**src/rtl/uvma_rvfi_pkg.sv**
```systemverilog
// Shared RVFI agent types and widths.
// Holds the reorder-buffer error classification.
package uvma_rvfi_pkg;

  localparam int ORDER_WL = 64;

  typedef enum logic [1:0] {
    NONE,
    STALE,
    OVERFLOW,
    DUP
  } uvma_rvfi_rob_err_e;

endpackage

```
**src/rtl/uvma_rvfi_rob_mem.sv**
```systemverilog
// Payload storage for the RVFI reorder buffer.
// One write port and one asynchronous read port.
module uvma_rvfi_rob_mem #(
  parameter int DEPTH     = 8,
  parameter int PAYLOAD_W = 256,
  parameter int IDX_W     = $clog2(DEPTH)
) (
  input  logic                 clk,
  input  logic                 we,
  input  logic [IDX_W-1:0]     waddr,
  input  logic [PAYLOAD_W-1:0] wdata,
  input  logic [IDX_W-1:0]     raddr,
  output logic [PAYLOAD_W-1:0] rdata
);

  logic [PAYLOAD_W-1:0] mem [DEPTH];

  always_ff @(posedge clk) begin
    if (we) mem[waddr] <= wdata;
  end

  assign rdata = mem[raddr];

endmodule

```
**src/rtl/uvma_rvfi_reorder_buf.sv**
```systemverilog
// Re-sequences out-of-order retirement packets
// into ascending rvfi_order, one per cycle.
module uvma_rvfi_reorder_buf
  import uvma_rvfi_pkg::*;
#(
  parameter int                  DEPTH       = 8,
  parameter int                  PAYLOAD_W   = 256,
  parameter logic [ORDER_WL-1:0] START_ORDER = 1
) (
  input  logic                       clk,
  input  logic                       reset_n,
  input  logic                       in_valid,
  input  logic [ORDER_WL-1:0]        in_order,
  input  logic [PAYLOAD_W-1:0]       in_payload,
  input  logic                       flush,
  input  logic [ORDER_WL-1:0]        flush_order,
  output logic                       out_valid,
  output logic [ORDER_WL-1:0]        out_order,
  output logic [PAYLOAD_W-1:0]       out_payload,
  output logic [$clog2(DEPTH+1)-1:0] occupancy,
  output logic                       err_stale,
  output logic                       err_overflow,
  output logic                       err_dup,
  output logic                       err_sticky
);

  localparam int IDX_W = $clog2(DEPTH);
  localparam int CNT_W = $clog2(DEPTH+1);

  logic [DEPTH-1:0]     valid_q;
  logic [ORDER_WL-1:0]  order_q [DEPTH];
  logic [ORDER_WL-1:0]  exp_q;
  logic [ORDER_WL-1:0]  diff;
  logic [IDX_W-1:0]     widx;
  logic [IDX_W-1:0]     head;
  logic [PAYLOAD_W-1:0] rdata;
  uvma_rvfi_rob_err_e   err;
  logic                 acc;
  logic                 drain;
  logic                 bypass;
  logic                 wr;

  assign diff = in_order - exp_q;
  assign widx = in_order[IDX_W-1:0];
  assign head = exp_q[IDX_W-1:0];

  always_comb begin
    err = NONE;
    if (!in_valid || flush)            err = NONE;
    else if (diff[ORDER_WL-1])         err = STALE;
    else if (diff >= ORDER_WL'(DEPTH)) err = OVERFLOW;
    else if (valid_q[widx])            err = DUP;
  end

  // A head hit always wins; an in-order packet only bypasses an empty head.
  assign acc    = in_valid && !flush && (err == NONE);
  assign drain  = !flush && valid_q[head];
  assign bypass = acc && !valid_q[head] && (diff == '0);
  assign wr     = acc && !bypass;

  uvma_rvfi_rob_mem #(
    .DEPTH    (DEPTH),
    .PAYLOAD_W(PAYLOAD_W),
    .IDX_W    (IDX_W)
  ) u_mem (
    .clk  (clk),
    .we   (wr),
    .waddr(widx),
    .wdata(in_payload),
    .raddr(head),
    .rdata(rdata)
  );

  always_ff @(posedge clk or negedge reset_n) begin
    if (!reset_n) begin
      valid_q      <= '0;
      order_q      <= '{default: '0};
      exp_q        <= START_ORDER;
      out_valid    <= 1'b0;
      out_order    <= '0;
      out_payload  <= '0;
      occupancy    <= '0;
      err_stale    <= 1'b0;
      err_overflow <= 1'b0;
      err_dup      <= 1'b0;
      err_sticky   <= 1'b0;
    end else if (flush) begin
      valid_q      <= '0;
      exp_q        <= flush_order;
      out_valid    <= 1'b0;
      occupancy    <= '0;
      err_stale    <= 1'b0;
      err_overflow <= 1'b0;
      err_dup      <= 1'b0;
      err_sticky   <= 1'b0;
    end else begin
      err_stale    <= (err == STALE);
      err_overflow <= (err == OVERFLOW);
      err_dup      <= (err == DUP);
      err_sticky   <= err_sticky || (err != NONE);
      out_valid    <= drain || bypass;
      if (drain) begin
        valid_q[head] <= 1'b0;
        out_order     <= order_q[head];
        out_payload   <= rdata;
      end else if (bypass) begin
        out_order     <= in_order;
        out_payload   <= in_payload;
      end
      if (wr) begin
        valid_q[widx] <= 1'b1;
        order_q[widx] <= in_order;
      end
      if (drain || bypass) exp_q <= exp_q + 1'b1;
      occupancy <= occupancy + CNT_W'(wr) - CNT_W'(drain);
    end
  end

endmodule

```
**config.mk**
```make
export PLATFORM = sky130hd
export DESIGN_NAME = uvma_rvfi_reorder_buf
export DESIGN_NICKNAME = d
export VERILOG_FILES = /design/src/rtl/uvma_rvfi_pkg.sv /design/src/rtl/uvma_rvfi_rob_mem.sv /design/src/rtl/uvma_rvfi_reorder_buf.sv
export SDC_FILE = /design/constraint.sdc
export NUM_CORES = 2
export LEC_CHECK = 0
export BUFFER_PORTS_ARGS = -buffer_cell sky130_fd_sc_hd__buf_2
export CAP_MARGIN = 5
export CORE_ASPECT_RATIO = 0.6
export CORE_MARGIN = 1
export CORE_UTILIZATION = 56
export CTS_BUF_LIST = sky130_fd_sc_hd__clkbuf_4 sky130_fd_sc_hd__clkbuf_8
export CTS_CLUSTER_SIZE = 14
export DETAILED_ROUTE_END_ITERATION = 8
export HOLD_SLACK_MARGIN = 0.15
export PLACE_DENSITY = 0.75
export SLEW_MARGIN = 30
export SYNTH_ARGS = -nofsm -noshare
export SYNTH_HDL_FRONTEND = slang
export SYNTH_SLANG_ARGS = --single-unit
```
**constraint.sdc**
```tcl
create_clock -name clk -period 19.4 [get_ports clk]
set_input_delay 2.91 -clock clk [delete_from_list [all_inputs] [get_ports clk]]
set_output_delay 2.91 -clock clk [all_outputs]
set_load 0.05 [all_outputs]
```
* Yosys cells after proc, flatten, opt, wreduce, memory -nomap -nowiden
Memories as Yosys holds them, arrays and structs flattened. Index checks and enable logic that the tools add are counted.
Word-level totals: register bits 913, ROM bits 0, memories 1, bits in latches 0, input port bits 388, output and inout port bits 329, bits in writable memories 2048
Operators by class: div/mod/pow operators 0, magnitude comparators 8, $add $sub $neg 4, shifts and indexed selects 0, eq/ne operators 3, multiply operators 0, reduce and logical (&&, ||, !) cells 23, bitwise gates (word level) 6, muxes and demuxes 36
Memories:
- u_mem.mem | words 8, width 256, read ports 1, clocked after memory_dff 0, wr ports 1, RTL line uvma_rvfi_rob_mem.sv:16 | logic [PAYLOAD_W-1:0] mem [DEPTH];
Operators with widths (count):
- $bwmux W512 | 1
- $mux W256 | 2
- $mux W64 | 7
- $bmux W64 S3 | 1
- $demux W64 S3 | 1
- $add A64 B1 Y64 const B | 1
- $ge A64 B4 Y1 const B | 1
- $logic_not A64 Y1 | 1
- $sub A64 B64 Y64 | 1
- $mux W8 | 4
- $mux W1 | 11
- $logic_and A1 B1 Y1 | 9
- $and A8 B8 Y8 | 1
- $ge A4 B4 Y1 const B | 2
- $lt A3 B4 Y1 const B | 2
- $mux W2 | 4
- $not A3 Y4 | 2
- $not A8 Y8 | 1
- $or A8 B8 Y8 | 1
- $bmux W1 S3 | 2
- $demux W1 S3 | 2
- $ge A3 B1 Y1 const B | 2
- $reduce_bool A2 Y1 | 3
- $add A4 B1 Y4 | 1
- 10 further kinds | 17

* Logic depth before layout (Yosys ltp)
word-level depth 15, depth in mapped cells 25, gate-level depth less buffers 21

* Hierarchy
Synthesis repeated with hierarchy kept, for this count alone.
Unflattened totals: cell total of the unflattened synthesis 7276, area, all modules 122801.5 um^2
By module, submodules not included:
- uvma_rvfi_rob_mem | cells an instance 2971, area each 76915.0 um^2, seq. area each 61499.0 um^2, times used 1
- uvma_rvfi_reorder_buf | cells an instance 4305, area each 45886.5 um^2, seq. area each 22848.2 um^2, times used 1

* Worst setup path before layout
Ideal clock, no wire load.
path type input to register, from input in_order[0], to register order_q[186] (netlist name), buffers on the path 2, data required time 19.320 ns, setup slack 9.249 ns, data arrival time 10.071 ns, stages 17, setup time 0.080 ns, cell sequence inv_1 -> ha_1 -> fa_1 -> nand2b_1 -> a211oi_2 -> o211ai_1 -> a211oi_2 -> o21ai_0 -> a2111oi_0 -> mux2_2 -> nand4_1 -> or2_1 -> nor4_4 -> and3_1 -> buf_2 -> buf_2 -> mux2_2
Between the ends: cells in the longest elaborated chain, start to end 13, elaborated cells between the ends (all ways) 23
RTL lines:
- from (decl) | RTL line uvma_rvfi_reorder_buf.sv:13 | input logic [ORDER_WL-1:0] in_order,
- branches (longest 13 deep; another with $sub A64 B64 Y64)
- to (signal, indexed assignment) | RTL line uvma_rvfi_reorder_buf.sv:112 | order_q[widx] <= in_order;
- to (decl) | RTL line uvma_rvfi_reorder_buf.sv:31 | logic [ORDER_WL-1:0] order_q [DEPTH];
Parallel ways; which one is timed is not known. The select of a mux whose other input is x is not followed. A chain may end at the register's enable or synchronous reset.

* Final worst setup path
from input in_order[0], to memory u_mem.mem[2][102] (enable)
Between the ends: cells in the longest elaborated chain, start to end 14, elaborated cells between the ends (all ways) 17
RTL lines (RTL line):
- branches (longest 14 deep; another with $sub A64 B64 Y64)
- to (decl) | uvma_rvfi_rob_mem.sv:16
Parallel ways; which one is timed is not known. The select of a mux whose other input is x is not followed.

==> key figures <==
Status
  • Status: finished, violations left
  • Failing checks: design-rule violations

Clocking
  • H-tree depth: 5
  • Clk sinks: about 3.0k
  • Clk_lat worst skew: 1.02 ns
  • CTS tree: built
  • Post_cts resized: 0
  • Clock Tree Buf Depth: 4
  • Hold_buf cts: 0
  • Clk pin slew, worst setup/hold paths: ~0.070 ns
  • CTS Root Cell: clkbuf_8
  • Post-CTS setup buffers: 0
  • TritonCTS buffer count: about 420

Final layout
  • Seq. cell area: 0.08436 mm2
  • # fillers: about 15k
  • Fin nets: slightly above 9k
  • Layout cell share with drive strength beyond 1: 0.2464
  • Most frequent cells in the layout: edfxtp_1, dfrtp_1, buf_2
  • Layout area overhead: 12.85%
  • Post-Layout Cell Count: 12.00k
  • Multi-input logic area: 0.03311 mm2
  • Commonest non-fill, non-tap cell in the layout: edfxtp_1

Detailed routing
  • Via density: 6.594
  • Via count: between 70k and 80k
  • DR WL/cell: 30.63 um
  • First drt pass iteration count: 9
  • Post-Route WL: around 370000 um
  • Initial drt markers: 10.47k
  • ANT nets after route: 0
  • DRC violations left: 3

Timing
  • Setup Total Neg Slack: 0 ns
  • Max_slew headroom: 0.2075
  • Tmin final: between 10 and 15 ns
  • Final clock skew: 0.1084 ns
  • Worst slew pin tran: about 1.2 ns
  • Final worst path period share: 0.5566
  • Fin. max-slew vios: 0
  • Fmax: about 0.093 GHz
  • Final setup fails: 0
  • Final Hold Fails: 0
  • RSZ-0062 raised after global routing: no
  • Post-route setup slack: between 8 and 9 ns
  • Hold slack: between 0.4 and 0.5 ns

Placement
  • Routability cong.: about 1.0
  • Total placed cells including tap cells: ~11k
  • Final HPWL DP: between 200000 and 250000 um
  • Input/output buffers: roughly 700
  • Pre-CTS WS: between 7 and 8 ns

Worst hold path
  • Hold Path Origin: order_q[130]
  • Worst Hold Class: reg -> reg

Pwr
  • Maximum vdd drop: about 0.065 mV
  • Power density over the cells: a little under 100 mW/mm2
  • Static Leak: roughly 54 nW
  • Pwr Total: about 13 mW

Setup path
  • CP Capture Type: flop
  • CP Data Required Time: 19.97 ns
  • Kind of critical path: in -> reg
  • CP Launch Point: in_order[0]
  • Critical Path AT: roughly 11 ns
  • Worst r2r src: exp_q[1]
  • Startpoint Class: primary input
  • Crit-path max FO: 50

Global route
  • Initial antenna violation count: between 40 and 50
  • First-pass GRT wire length: roughly 530000 um
  • Met2 usage: 0.4915
  • GRT Resource Usage Total: 0.3342
  • Largest net degree at the start of global routing: roughly 130
  • GR Util met1: 0.4953
  • Total gr overflow: 0
  • GR peak layer: met1
  • Met3 Use GR: 0.06927
  • Vias in the first global route: a little under 80k

Synth
  • Cell Area, Synth: 0.1199 mm2
  • Netlist cell types: 98
  • Synth Flop Type: edfxtp_1
  • Mapped Cells: between 8k and 9k
  • Seq cells post-synth: 2961
  • Seq/Total Area, Yosys: 0.7033
  • Avg Cell Area, Syn: 14.94 um2
  • Syn Nets: between 8k and 9k
  • Synth warn: 0
  • EDFF count, synth: ~2k
  • Post-synth ARST share: 0.3083

Floorplanning
  • Rows: around 130
  • Die area: 0.2161 mm2
  • Initial Utilization: 0.5642
  • Die width: around 600 um
  • Core ar.: roughly 0.21 mm2
  • Die span in y: approximately 360 um
  • # IOs: between 700 and 800

Flow run
  • Max Cap Viol: 0
==> cells by family (layout without fill, tap and decap cells) <==
kind of cell,count (synthesis),in the layout,synth area share
flip-flops,2961,2961,0.7033
AO/OA/AOI/OAI,1955,1955,0.1158
AND/OR/NAND/NOR,1347,1347,0.05359
multiplexers,1021,1021,0.09539
buffers and inverters,640,1728,0.02200
adder cells (fa/ha/maj),70,70,0.007428
XOR/XNOR,34,34,0.002483
other,0,27,0
==> critical path, stage by stage <==
cell and delay, ns:
buf_2 0.19, inv_1 0.16, ha_1 0.25, nand2b_1 0.19, a21oi_1 0.60, a21oi_1 0.28, o21ai_1 0.79, nor2_1 0.35
a211o_1 0.38, nor4_1 0.50, nand4_1 0.25, or2_1 0.33, nor4_4 0.86, and3_4 0.92, buf_4 0.84, buf_4 0.68
buf_4 0.66
==> stage by stage <==
stage               utilization  area [um2]
CTS                      0.6356      135100
floorplan                     -      119900
detailed placement       0.5939      126300
global route             0.6365      135300
finish                   0.6367      135300
global placement         0.5934      126200
==> routing by layer <==
layer | wire [um] | up-vias
met5 | 247 | -
met4 | 13390 | 38
met3 | 36740 | 692
met2 | 163200 | 4639
met1 | 154000 | 40610
li1 | - | 33160
==> Yosys cell counts, drive strengths merged (23+ instances only) <==
| library cell | instances | area [um2] |
|---|---|---|
| a22o | 113 | 989.7 |
| mux2i | 432 | 4324 |
| ha | 68 | 850.8 |
| a22oi | 647 | 4857 |
| nand3 | 150 | 750.7 |
| edfxtp | 2048 | 61500 |
| nand4 | 167 | 1045 |
| a221o | 47 | 470.5 |
| nor3 | 51 | 275.3 |
| inv | 95 | 356.6 |
| dfrtp | 912 | 22820 |
| nor2b | 28 | 175.2 |
| or3 | 27 | 168.9 |
| o31ai | 26 | 195.2 |
| a222oi | 93 | 930.9 |
| mux2 | 546 | 6148 |
| a221oi | 132 | 1162 |
| o21a | 26 | 195.2 |
| a21oi | 231 | 1164 |
| nor2 | 259 | 972.2 |
| a31oi | 36 | 240.2 |
| o21ai | 415 | 2085 |
| nand2 | 510 | 1914 |
| o211ai | 29 | 217.7 |
| and3 | 40 | 250.2 |
| nor4 | 23 | 195.2 |
| mux4 | 43 | 968.4 |
| clkbuf | 394 | 1479 |
| or4 | 29 | 221.5 |
| buf | 148 | 792.0 |
==> power by group <==
part	internal (mW)	leakage [nW]	switching, mW
clock	2.78	4.72	2.37
combinational	0.298	18.0	0.785
sequential	6.79	30.9	0.0221
total	9.86	53.6	3.18
==> flip-flops by register name, summed over array words and instances, names as in the netlist, 4 cells and up <==
name	flops
order_q	512
exp_q	64
out_order	64
u_mem.mem	2048
valid_q	8
out_payload	256
occupancy	4
==> final timing paths <==
kind                                      to  slack (ns)  cells past startpoint
setup / recovery           u_mem.mem[2][102]        8.60                     17
hold / removal                  order_q[130]        0.47                      1
setup reg to reg           u_mem.mem[2][102]        9.66                     16
hold reg to reg                 order_q[130]        0.47                      1
max in group asynchronous    out_payload[91]       13.85                      5
min in group asynchronous    out_payload[70]        1.96                      1
==> layout make-up <==
type	count	share of cell area
clock inverters	112	0.006258
multi-input cells	4427	0.2446
diodes	27	0.0004992
inverters	98	0.002810
clock buffers	658	0.05928
flip-flops and latches	2961	0.6233
well taps	2859	0.02643
repair buffers	860	0.03679
No activity file was read; power rests on OpenSTA's default activity.
